===== src/rtl/bank_fifo_pkg.sv =====
// Shared constants for the bank-line FIFO: geometry, wait saturation and 7-segment codes.
// SEG_ACTIVE_LOW_EN selects the common-anode segment reset pattern.
package bank_fifo_pkg;

  localparam int DATA_W = 8;
  localparam int DEPTH  = 16;
  localparam int ADDR_W = 4;
  localparam int THRESH = 8;

  localparam logic [7:0] WAIT_MAX = 8'd99;

  localparam logic [6:0] SEG_TABLE [10] = '{
    7'h3F, 7'h06, 7'h5B, 7'h4F, 7'h66, 7'h6D, 7'h7D, 7'h07, 7'h7F, 7'h6F
  };

`ifdef SEG_ACTIVE_LOW_EN
  localparam logic [6:0] SEG_RST = 7'h40;
`else
  localparam logic [6:0] SEG_RST = 7'h3F;
`endif

  // Index of the highest set bit of a one-hot-ish 10-bit field; 0 when no bit is set.
  function automatic logic [3:0] msb_index(input logic [9:0] v);
    logic [3:0] idx;
    idx = 4'd0;
    for (int i = 0; i < 10; i++) begin
      if (v[i]) begin
        idx = 4'(i);
      end else begin
        idx = idx;
      end
    end
    return idx;
  endfunction

endpackage


===== src/rtl/bank_fifo_mem_seg7_decoder.sv =====
// Single 7-segment digit decoder, segments {g,f,e,d,c,b,a}.
// SEG_ACTIVE_LOW_EN inverts the segments for common-anode displays.
module seg7_decoder
  import bank_fifo_pkg::*;
(
  input  logic [3:0] digit_i,
  output logic [6:0] seg_o
);

  logic [6:0] raw_s;

  // Table lookup; digits above 9 blank the display.
  always_comb begin
    raw_s = 7'h00;
    if (digit_i < 4'd10) begin
      raw_s = SEG_TABLE[digit_i];
    end else begin
      raw_s = 7'h00;
    end
`ifdef SEG_ACTIVE_LOW_EN
    seg_o = ~raw_s;
`else
    seg_o = raw_s;
`endif
  end

endmodule


===== src/rtl/bank_fifo_mem.sv =====
// 16x8 first-word-fall-through customer-line FIFO with wait-time estimate on two 7-seg digits.
// SEG_ACTIVE_LOW_EN (see seg7_decoder) selects common-anode segment polarity.
module bank_fifo_mem
  import bank_fifo_pkg::*;
(
  input  logic              clk,
  input  logic              rst_n,
  input  logic              wr,
  input  logic              rd,
  input  logic [DATA_W-1:0] data_in,
  input  logic [9:0]        input1,
  input  logic [9:0]        input2,
  output logic [6:0]        seg1,
  output logic [6:0]        seg2,
  output logic              fifo_full,
  output logic              fifo_empty,
  output logic              fifo_threshold,
  output logic              fifo_overflow,
  output logic              fifo_underflow,
  output logic [DATA_W-1:0] data_out
);

  logic [DATA_W-1:0] mem_q [DEPTH];
  logic [ADDR_W:0]   wptr_q, wptr_d, rptr_q, rptr_d, count_s;
  logic              ovf_q, ovf_d, udf_q, udf_d;
  logic              wr_acc_s, rd_acc_s;
  logic [3:0]        t_s, n_s;
  logic [7:0]        prod_s, wait_s;
  logic [6:0]        seg1_q, seg2_q, seg_tens_s, seg_units_s;

  assign count_s        = wptr_q - rptr_q;
  assign fifo_empty     = (wptr_q == rptr_q);
  assign fifo_full      = (wptr_q[ADDR_W-1:0] == rptr_q[ADDR_W-1:0]) && (wptr_q[ADDR_W] != rptr_q[ADDR_W]);
  assign fifo_threshold = (count_s >= 5'(THRESH));
  assign fifo_overflow  = ovf_q;
  assign fifo_underflow = udf_q;
  assign data_out       = mem_q[rptr_q[ADDR_W-1:0]];
  assign seg1           = seg1_q;
  assign seg2           = seg2_q;

  // A read frees the slot a same-cycle write needs, so full+rd still accepts the write.
  always_comb begin
    wr_acc_s = wr & (~fifo_full | rd);
    rd_acc_s = rd & ~fifo_empty;
    ovf_d    = ovf_q | (wr & fifo_full & ~rd);
    udf_d    = udf_q | (rd & fifo_empty);
    if (wr_acc_s) begin
      wptr_d = wptr_q + 5'd1;
    end else begin
      wptr_d = wptr_q;
    end
    if (rd_acc_s) begin
      rptr_d = rptr_q + 5'd1;
    end else begin
      rptr_d = rptr_q;
    end
  end

  // Pointer, sticky flag and display registers.
  always_ff @(posedge clk) begin
    if (!rst_n) begin
      wptr_q <= 5'd0;
      rptr_q <= 5'd0;
      ovf_q  <= 1'b0;
      udf_q  <= 1'b0;
      seg1_q <= SEG_RST;
      seg2_q <= SEG_RST;
    end else begin
      wptr_q <= wptr_d;
      rptr_q <= rptr_d;
      ovf_q  <= ovf_d;
      udf_q  <= udf_d;
      seg1_q <= seg_tens_s;
      seg2_q <= seg_units_s;
    end
  end

  // Storage is deliberately not reset; emptiness is tracked by the pointers alone.
  always_ff @(posedge clk) begin
    if (wr_acc_s) begin
      mem_q[wptr_q[ADDR_W-1:0]] <= data_in;
    end
  end

  // Ceiling division of count*T by N; count*T never exceeds 144 so 8 bits suffice.
  always_comb begin
    t_s    = msb_index(input1);
    n_s    = (msb_index(input2) == 4'd0) ? 4'd1 : msb_index(input2);
    prod_s = {3'b000, count_s} * {4'b0000, t_s};
    wait_s = (prod_s + {4'b0000, n_s} - 8'd1) / {4'b0000, n_s};
    if (wait_s > WAIT_MAX) begin
      wait_s = WAIT_MAX;
    end else begin
      wait_s = wait_s;
    end
  end

  seg7_decoder u_seg_tens (
    .digit_i (4'(wait_s / 8'd10)),
    .seg_o   (seg_tens_s)
  );

  seg7_decoder u_seg_units (
    .digit_i (4'(wait_s % 8'd10)),
    .seg_o   (seg_units_s)
  );

endmodule


===== config.mk =====
export PLATFORM = sky130hd
export DESIGN_NAME = bank_fifo_mem
export DESIGN_NICKNAME = d
export VERILOG_FILES = /design/src/rtl/bank_fifo_pkg.sv /design/src/rtl/bank_fifo_mem_seg7_decoder.sv /design/src/rtl/bank_fifo_mem.sv
export SDC_FILE = /design/constraint.sdc
export NUM_CORES = 1
export LEC_CHECK = 0
export ABC_AREA = 1
export CORE_MARGIN = 2
export CORE_UTILIZATION = 45
export CTS_BUF_LIST = sky130_fd_sc_hd__clkbuf_16
export DETAILED_ROUTE_END_ITERATION = 10
export SLEW_MARGIN = 10
export SYNTH_ARGS = -nofsm -noshare
export SYNTH_HDL_FRONTEND = slang
export SYNTH_HIERARCHICAL = 1
export SYNTH_SLANG_ARGS = --single-unit

===== constraint.sdc =====
create_clock -name clk -period 16.7 [get_ports clk]
set_input_delay 3.34 -clock clk [delete_from_list [all_inputs] [get_ports clk]]
set_output_delay 3.34 -clock clk [all_outputs]
set_load 0.01 [all_outputs]

Yosys cells after proc, flatten, opt, wreduce, memory -nomap -nowiden
Memories as Yosys holds them, arrays and structs flattened. A register that Yosys moved wholly into a read port is not among the register bits.
Cells that the tools add are included.
{"block": "op_classes", "magnitude_cmp": 6, "reduce_logical": 4, "n_mul": 1, "shift": 0, "n_eq_ne": 3, "mux": 30, "n_addsub": 5, "div_mod_pow": 3, "bitwise_logic": 13}
{"op": "$mux 4", "n": 19}
{"op": "$mux 7", "n": 4}
{"op": "$mux 6", "n": 2}
{"op": "$add 5x1->5 const B", "n": 2}
{"op": "$ge 5x5->1 const B", "n": 2}
{"op": "$not 4->5", "n": 2}
{"op": "$add 8x4->8", "n": 1}
{"op": "$div 8x4->8", "n": 1}
{"op": "$div 8x4->8 const B", "n": 1}
{"op": "$gt 8x7->1 const B", "n": 1}
{"op": "$lt 4x4->1 const B", "n": 2}
{"op": "$mod 8x4->8 const B", "n": 1}
{"op": "$mul 5x4->8", "n": 1}
{"op": "$mux 8", "n": 1}
{"op": "$sub 8x1->8 const B", "n": 1}
{"op": "$and 1x1->1", "n": 5}
{"op": "$eq 5x5->1", "n": 1}
{"op": "$ge 5x4->1 const B", "n": 1}
{"op": "$sub 5x5->5", "n": 1}
{"op": "$eq 4x4->1", "n": 1}
{"op": "$logic_not 4->1", "n": 1}
{"op": "$mux 1", "n": 4}
{"op": "$reduce_and 2->1", "n": 2}
{"op": "$not 1->1", "n": 3}
{"op": "other kinds (3)", "n": 5}
{"block": "totals", "rom_bits": 224, "regBits": 26, "ramBits": 128, "in_bits": 32, "mem_count": 3, "latch_bits": 0}
{"memory": "mem_q", "depth": 16, "word_bits": 8, "read_ports": 1, "rd_clocked_by_memory_dff": 1, "write_ports": 1, "line_no": "bank_fifo_mem.sv:23", "text": "logic [DATA_W-1:0] mem_q [DEPTH];"}
{"memory": "(name not given)", "depth": 16, "word_bits": 7, "read_ports": 1, "rd_clocked_by_memory_dff": 0, "write_ports": 0, "line_no": "bank_fifo_mem_seg7_decoder.sv:16", "text": "raw_s = SEG_TABLE[digit_i];"}
{"memory": "(name not given)", "depth": 16, "word_bits": 7, "read_ports": 1, "rd_clocked_by_memory_dff": 0, "write_ports": 0, "line_no": "bank_fifo_mem_seg7_decoder.sv:16"}

Logic depth before layout (Yosys ltp)
Gate-level depths: netlist of the first run.
{"block": "depth", "word_depth": 22, "mapped_depth": 97, "mapped_depth_nobuf": 97}

Cells and area by module
The synthesis of the first run kept the hierarchy.
{"mod": "bank_fifo_mem", "cells_per_inst": 907, "seq_area_each_um2": 4444.3, "area_each_um2": 8873.5, "n_inst": 1}
{"mod": "seg7_decoder", "cells_per_inst": 42, "seq_area_each_um2": 0.0, "area_each_um2": 211.5, "n_inst": 2}

Worst setup path after synthesis of the first run
Ideal clock, no wire load.
{"block": "synth_timing", "path_kind": "input to register", "start": "input input1[3]", "end": "register seg2_q[3] (netlist: seg2[3])", "slack_ns": 1.354, "t_arrival_ns": 15.223, "setup_time_ns": 0.123, "stages": 87, "cell_sequence": "o21bai_1 > a21oi_1 > nor2_1 > o21bai_1 > nand2_1 > inv_1 > nor2_1 > fa_1 > inv_1 > fa_1 > fa_1 > inv_1 > ha_1 > nand2_1 > nand2_1 > nand3_1 > nand3_1 > nand3_1 > (+51 left out) > a21o_1 > a21oi_1 > nand3_1 > nor2_4 > nand2_1 > o21ai_0 > ha_1 > a21boi_0 > o21a_1 > o21ai_0 > nand4_1 > inv_1 > ha_1 > nand2_1 > nand3_1 > nand2_1 > inv_1 > or2_2"}
{"block": "synth_between", "elab_chain_cells": 19, "word_cells_on_any_way": 20, "cone_classes": "add/sub: 2; mul: 1; div: 2; order compare: 2; mux: 11; bitwise: 1; memory: 1"}
{"element": "start: declaration", "line_no": "bank_fifo_mem.sv:11", "text": "input logic [9:0] input1,"}
{"element": "$mux 4 * (7 in a row)", "line_no": "bank_fifo_pkg.sv:27", "text": "if (v[i]) begin"}
{"element": "$mul 5x4->8 *", "line_no": "bank_fifo_mem.sv:89", "text": "prod_s = {3'b000, count_s} * {4'b0000, t_s};"}
{"element": "$add 8x4->8 *", "line_no": "bank_fifo_mem.sv:90", "text": "wait_s = (prod_s + {4'b0000, n_s} - 8'd1) / {4'b0000, n_s};"}
{"element": "$sub 8x1->8 *", "line_no": "bank_fifo_mem.sv:90"}
{"element": "$div 8x4->8 *", "line_no": "bank_fifo_mem.sv:90"}
{"element": "$gt 8x7->1", "line_no": "bank_fifo_mem.sv:91", "text": "if (wait_s > WAIT_MAX) begin"}
{"element": "$mux 8 *", "line_no": "bank_fifo_mem.sv:91"}
{"element": "net wait_s[0]", "line_no": "bank_fifo_mem.sv:28", "text": "logic [7:0] prod_s, wait_s;"}
{"element": "$mod 8x4->8 *", "line_no": "bank_fifo_mem.sv:104", "text": ".digit_i (4'(wait_s % 8'd10)),"}
{"element": "$not 4->5 (implied by the code)", "line_no": "bank_fifo_mem_seg7_decoder.sv:16"}
{"element": "$mem_v2 16x7"}
{"element": "$mux 7 (implied by the code) (2 in a row)", "line_no": "bank_fifo_mem_seg7_decoder.sv:16"}
{"element": "$mux 6 *", "line_no": "bank_fifo_mem_seg7_decoder.sv:15", "text": "if (digit_i < 4'd10) begin"}
{"element": "net seg_units_s[3]", "line_no": "bank_fifo_mem.sv:29", "text": "logic [6:0] seg1_q, seg2_q, seg_tens_s, seg_units_s;"}
{"element": "end signal: assignment", "line_no": "bank_fifo_mem.sv:74", "text": "seg2_q <= seg_units_s;"}
{"element": "end: declaration", "line_no": "bank_fifo_mem.sv:29"}
The timed path passes the listed nets; every way through them passes the cells marked *. The select of a mux whose other input is x is not followed.
A chain may end at the register's enable or synchronous reset.

Worst setup path after layout of the first run
Ends and elaborated chain as after synthesis.

==> flow_summary_export.csv, run 1 <==
group,metric,value,unit
status,status,"finished clean",
yosys,ys.warnings.count,6,
cts,cts_buffers,17,
setup_path,r2r-end,"seg2[3]$_SDFF_PN1_",
cts,cts_tree,"built",
placement,placed_cells,1322,
setup_path,cp-startpoint,"input1[3]",
floorplan,io_pins,59,
timing,drv_slew,0,
yosys,ys_async_sr_fraction,0,
finish,antennaDiodeCount,0,
cts,htree_num_levels,4,
floorplan,initial_core_util,0.459,
setup_path,worstPathRequired,17010,ps
route,route.detailed.drc,0,
timing,hold_viol_final,0,
finish,nets,1180,
timing,tightest_slew,1170,ps
cts,insertion_delay,430,ps
cts,cts_sinks,158,
floorplan,die_w,148,um
cts,clk_pin_slew,60,ps
setup_path,reg2regPathDepth,88,
route,avgViaCountPerCell,4.98,
finish,final_common_cell,"inv_1",
timing,fin_ws,1150,ps
finish,final_cells,1356,
setup_path,cp-end-kind,"flip-flop",
timing,tns,0,ps
yosys,syn-num-nets,1098,
setup_path,crit_path_frequent_cell,"nand2_1",
cts,clock_path_buffers,2,
grt,grt_antenna_before_repair,0,
yosys,syn_area,0.00930,sq mm
setup_path,rr_startpoint,"rptr_q[2]$_SDFFE_PN0P_",
grt,grt_pass1_vias,6420,
floorplan,core.rowCount,52,
grt,track_usage,0.187,
yosys,seq_area_frac_synth,0.478,
placement,gp_congestion,0.799,
finish,mostFrequentLayoutCells,"inv_1 (164), nand2_1 (153), edfxtp_1 (128)",
route,dr.pass1.iters,7,
grt,grt_max_degree,67,
timing,max_freq,0.0643,GHz
cts,hold_buffers,0,
timing,slew_headroom,0.217,
placement,port_buffers,56,
route,finalWirelength,19600,um
setup_path,path_class,"primary input to flip-flop",
grt,grt_pass1_wl,31700,um
setup_path,crit_path_top_delay_cell,"fa_1",
grt,grt-ovfl-total,0,
finish,layout-drive-gt1-share,0.125,
route,ant_nets,0,
setup_path,cpPeakStageDelay,510,ps
placement,pre_cts_ws,-37.0,ps
route,vias,6751,
setup_path,crit_fanout,5,
floorplan,fp.coreArea,0.0202,sq mm
setup_path,reg2reg_slack,3600,ps
floorplan,fp.dieH,148,um
cts,clockRootBuffer,"clkbuf_16",
setup_path,cp-endpoint,"seg2[3]$_SDFF_PN1_",
setup_path,startpoint_type,"primary input",
yosys,synthCells,991,
worst_hold_path,hold_path_class,"flip-flop to flip-flop",
floorplan,dieArea,0.0218,sq mm
timing,period_needed,15550,ps
finish,postLayoutCoreUtil,0.543,
yosys,synth_top_flop_cell,"edfxtp_1",
route,drtIter0Drc,336,
flow_run,drv_cap,0,
yosys,synth_cell_types,44,
route,wire_per_inst,14.5,um
setup_path,arrival,15860,ps
yosys,syn_avg_cell_area,9.38,sq um
timing,fin_crit_sh,0.931,
yosys,synth_edf_count,128,
placement,place_hpwl,13900,um
timing,setup_viol,0,
timing,worst_clock_skew,7.75,ps
finish,syn2layout_area_growth,18.1,%
yosys,ys_ff_latch,158,
[final cells by class]
cell class	count	area, sq um
clock buffer	20	500
multi-input combinational	633	4120
tap	270	338
sequential	158	4450
clock inverter	12	110
fill	1821	9250
inverter	176	671
timing repair buffer	87	793
[sequential cells by signal, indices dropped and copies added, names as in the netlist, named ones only]
name            cells
mem_q             128
seg1                7
seg2                7
rptr_q              5
wptr_q              5
fifo_overflow       1
fifo_underflow      1
[routing by layer]
metal  global-route usage  part of all wire  up-vias  routed length, um
li1                     -                 -     3494                  -
met1                0.243              0.46     3135               9060
met2                0.323              0.48      101               9500
met3               0.0358             0.041       21                795
met4               0.0457             0.012        0                243
met5                    0                 0        -                  0
[how the worst min path moves through the flow]
stage | startpoint | endpoint | slack [ps] | cells after the start
after floorplan | fifo_underflow$_SDFF_PN0_ | fifo_underflow$_SDFF_PN0_ | 470 | 2
after global placement | fifo_underflow$_SDFF_PN0_ | fifo_underflow$_SDFF_PN0_ | 450 | 2
after detailed placement | fifo_underflow$_SDFF_PN0_ | fifo_underflow$_SDFF_PN0_ | 450 | 2
after CTS | fifo_underflow$_SDFF_PN0_ | fifo_underflow$_SDFF_PN0_ | 460 | 2
after global routing | fifo_underflow$_SDFF_PN0_ | fifo_underflow$_SDFF_PN0_ | 490 | 2
final | fifo_underflow$_SDFF_PN0_ | fifo_underflow$_SDFF_PN0_ | 460 | 2
[critical path, delay by kind of cell]
family / cells / cell delay [ps]
AO/OA/AOI/OAI: 27 / 3610
adder cells (fa/ha/maj): 13 / 4360
AND/OR/NAND/NOR: 33 / 3040
buffers and inverters: 17 / 1450
[cell families after synthesis]
kind of cell / count (synthesis) / share of synthesized area
and+or+nand+nor: 319 / 0.159
buffers and inverters: 200 / 0.0818
AOI/OAI and AO/OA: 191 / 0.122
DFF: 158 / 0.478
adders and majority gates: 75 / 0.110
muxes: 32 / 0.0345
xor gates and xnor gates: 16 / 0.0151
[cells in the mapped netlist (2+ instances only)]
| library cell | n | share of area |
|---|---|---|
| a21o_1 | 5 | 0.0040 |
| a21oi_1 | 62 | 0.033 |
| a31oi_1 | 5 | 0.0034 |
| buf_1 | 3 | 0.0012 |
| clkbuf_1 | 21 | 0.0085 |
| dfxtp_1 | 30 | 0.065 |
| edfxtp_1 | 128 | 0.41 |
| fa_1 | 11 | 0.024 |
| ha_1 | 64 | 0.086 |
| inv_1 | 165 | 0.067 |
| inv_2 | 8 | 0.0032 |
| mux2i_1 | 32 | 0.034 |
| nand2_1 | 153 | 0.062 |
| nand2_2 | 15 | 0.010 |
| nand2_4 | 6 | 0.0073 |
| nand3_1 | 41 | 0.022 |
| nand3_2 | 6 | 0.0065 |
| nand3_4 | 2 | 0.0038 |
| nand4_1 | 5 | 0.0034 |
| nor2_1 | 68 | 0.027 |
| nor2_4 | 2 | 0.0024 |
| nor3_1 | 4 | 0.0022 |
| o211ai_1 | 32 | 0.026 |
| o21a_1 | 2 | 0.0016 |
| o21ai_0 | 64 | 0.034 |
| o21ai_1 | 2 | 0.0011 |
| o21ai_2 | 5 | 0.0047 |
| o21ai_4 | 2 | 0.0035 |
| o21bai_1 | 6 | 0.0048 |
| o31ai_1 | 2 | 0.0016 |
| or2_2 | 13 | 0.0087 |
| xnor2_1 | 6 | 0.0057 |
| xor2_1 | 10 | 0.0094 |
[stage by stage]
| step | area, sq um | hold slack [ps] |
|---|---|---|
| 3_3_place_gp | 10300 | 448 |
| 2_1_floorplan | 9300 | 474 |
| 4_1_cts | 10900 | 465 |
| 5_1_grt | 11000 | 488 |
| 3_5_place_dp | 10300 | 452 |
| 6_report | 11000 | 455 |
[timing repair]
item | in CTS | in global routing
resized for setup | 0 | 14
setup buffers | 0 | 2
endpoints found under the setup margin | 0 | 11
Power of run 1 is not shown: default switching activity piles up to over one toggle a cycle in this logic, so the estimate is an artifact.
==> run 2, diff against run 1 <==
- TNS_END_PERCENT: not set -> 30
==> results of run 2 <==
The final DEF is identical to that of run 1; final timing and power are the same.
Power of run 2 is left out for the same reason.
==> run 3, diff against run 2 <==
- SLEW_MARGIN: 10 -> 20
==> run 3 against run 2 <==
Net effect: maximum frequency barely moved; routed wire length is 0.22% higher; critical path depth unchanged; utilization did not move; first-iteration DRC count did not move; global-route usage unchanged; clock skew grew 0.63 ps.
==> flow_summary_export.csv, run 3 (synthesis gave the netlist of run 1 again) <==
group,metric,value,unit
placement,port_buffers,56,
grt,grt_max_degree,67,
timing,max_freq,0.0643,GHz
route,wire_per_inst,14.5,um
cts,insertion_delay,420,ps
cts,cts_sinks,158,
finish,antennaDiodeCount,0,
timing,drv_slew,0,
grt,grt_pass1_vias,6420,
timing,fin_crit_sh,0.931,
finish,mostFrequentLayoutCells,"inv_1 (163), nand2_1 (153), edfxtp_1 (128)",
finish,syn2layout_area_growth,18.1,%
setup_path,crit_path_frequent_cell,"nand2_1",
floorplan,dieArea,0.0218,sq mm
timing,setup_viol,0,
route,finalWirelength,19600,um
grt,grt_use_met2,0.323,
cts,clk_pin_slew,60,ps
timing,slew_headroom,0.296,
cts,hold_buffers,0,
cts,clock_path_buffers,2,
placement,pre_cts_ws,-37.0,ps
placement,gp_congestion,0.799,
timing,fin_ws,1150,ps
route,avgViaCountPerCell,4.99,
cts,cts_tree,"built",
grt,grt_use_met1,0.243,
setup_path,cpPeakStageDelay,510,ps
setup_path,cp-end-kind,"flip-flop",
worst_hold_path,hold_path_class,"flip-flop to flip-flop",
grt,grt_pass1_wl,31700,um
grt,grt_antenna_before_repair,0,
status,status,"finished clean",
setup_path,crit_path_top_delay_cell,"fa_1",
cts,htree_num_levels,4,
grt,track_usage,0.187,
cts,cts_buffers,17,
cts,clockRootBuffer,"clkbuf_16",
placement,place_hpwl,13900,um
route,ant_nets,0,
flow_run,drv_cap,0,
grt,busiest_layer,"met2",
route,drtIter0Drc,336,
finish,layout-drive-gt1-share,0.125,
timing,worst_clock_skew,8.38,ps
timing,tightest_slew,1050,ps
floorplan,fp.coreArea,0.0202,sq mm
finish,nets,1180,
route,dr.pass1.iters,5,
floorplan,core.rowCount,52,
timing,hold_viol_final,0,
setup_path,arrival,15860,ps
finish,largest_reg_flops,128,
floorplan,initial_core_util,0.459,
setup_path,worstPathRequired,17010,ps
floorplan,die_w,148,um
setup_path,path_class,"primary input to flip-flop",
floorplan,io_pins,59,
route,route.detailed.drc,0,
grt,grt-ovfl-total,0,
setup_path,startpoint_type,"primary input",
floorplan,fp.dieH,148,um
route,vias,6761,
setup_path,crit_fanout,5,
timing,period_needed,15550,ps
grt,met3_usage,0.0358,
finish,final_common_cell,"inv_1",
run 3: cell count changes in the layout (fill, tap and decap cells not counted):
cell      before  now
clkinv_1       1    2
inv_1        164  163
run 3: stage by stage:
stage | hold slack [ps] | instances | TNS, ps | util | cell area [sq um]
after floorplan | 474 | 991 | 0 | - | 9300
after global placement | 448 | 1322 | 0 | 0.510 | 10300
after detailed placement | 452 | 1322 | -37.0 | 0.510 | 10300
after CTS | 465 | 1354 | 0 | 0.541 | 10900
after global routing | 488 | 1356 | -2.19 | 0.543 | 11000
final | 455 | 1356 | 0 | 0.543 | 11000
run 3: path summary, 6_finish.rpt:
check                             from                   endpoint  slack [ps]  cells after the start
max                          input1[3]         seg2[3]$_SDFF_PN1_        1150                     90
min          fifo_underflow$_SDFF_PN0_  fifo_underflow$_SDFF_PN0_         460                      2
max reg2reg     rptr_q[2]$_SDFFE_PN0P_         seg2[3]$_SDFF_PN1_        3600                     88
min reg2reg  fifo_underflow$_SDFF_PN0_  fifo_underflow$_SDFF_PN0_         460                      2
run 3: area by class of cell:
cell class	instances	area [sq um]
Clock buffer	20	500
Clock inverter	12	110
Timing Repair Buffer	87	793
Sequential cell	158	4450
Fill cell	1821	9250
Multi-Input combinational cell	633	4120
Tap cell	270	338
Inverter	176	671
run 3: worst max-delay path: cells and delay by family:
family / cells / cell delay (ps)
AND/OR/NAND/NOR: 33 / 3040
AO/OA/AOI/OAI: 27 / 3610
buffers and inverters: 17 / 1450
adder cells (fa/ha/maj): 13 / 4360
run 3: what timing repair did:
item,4_1_cts,5_1_grt
setup endpoints to repair,0,11
gates resized for setup,0,14
setup buffers,0,2
hold endpoints to repair,0,0
run 3: per-layer routing:
layer	wire [um]	vias to the layer above
li1	-	3497
met1	9030	3138
met2	9560	110
met3	818	16
met4	225	0
met5	0	-
Power of run 3 is left out for the same reason.
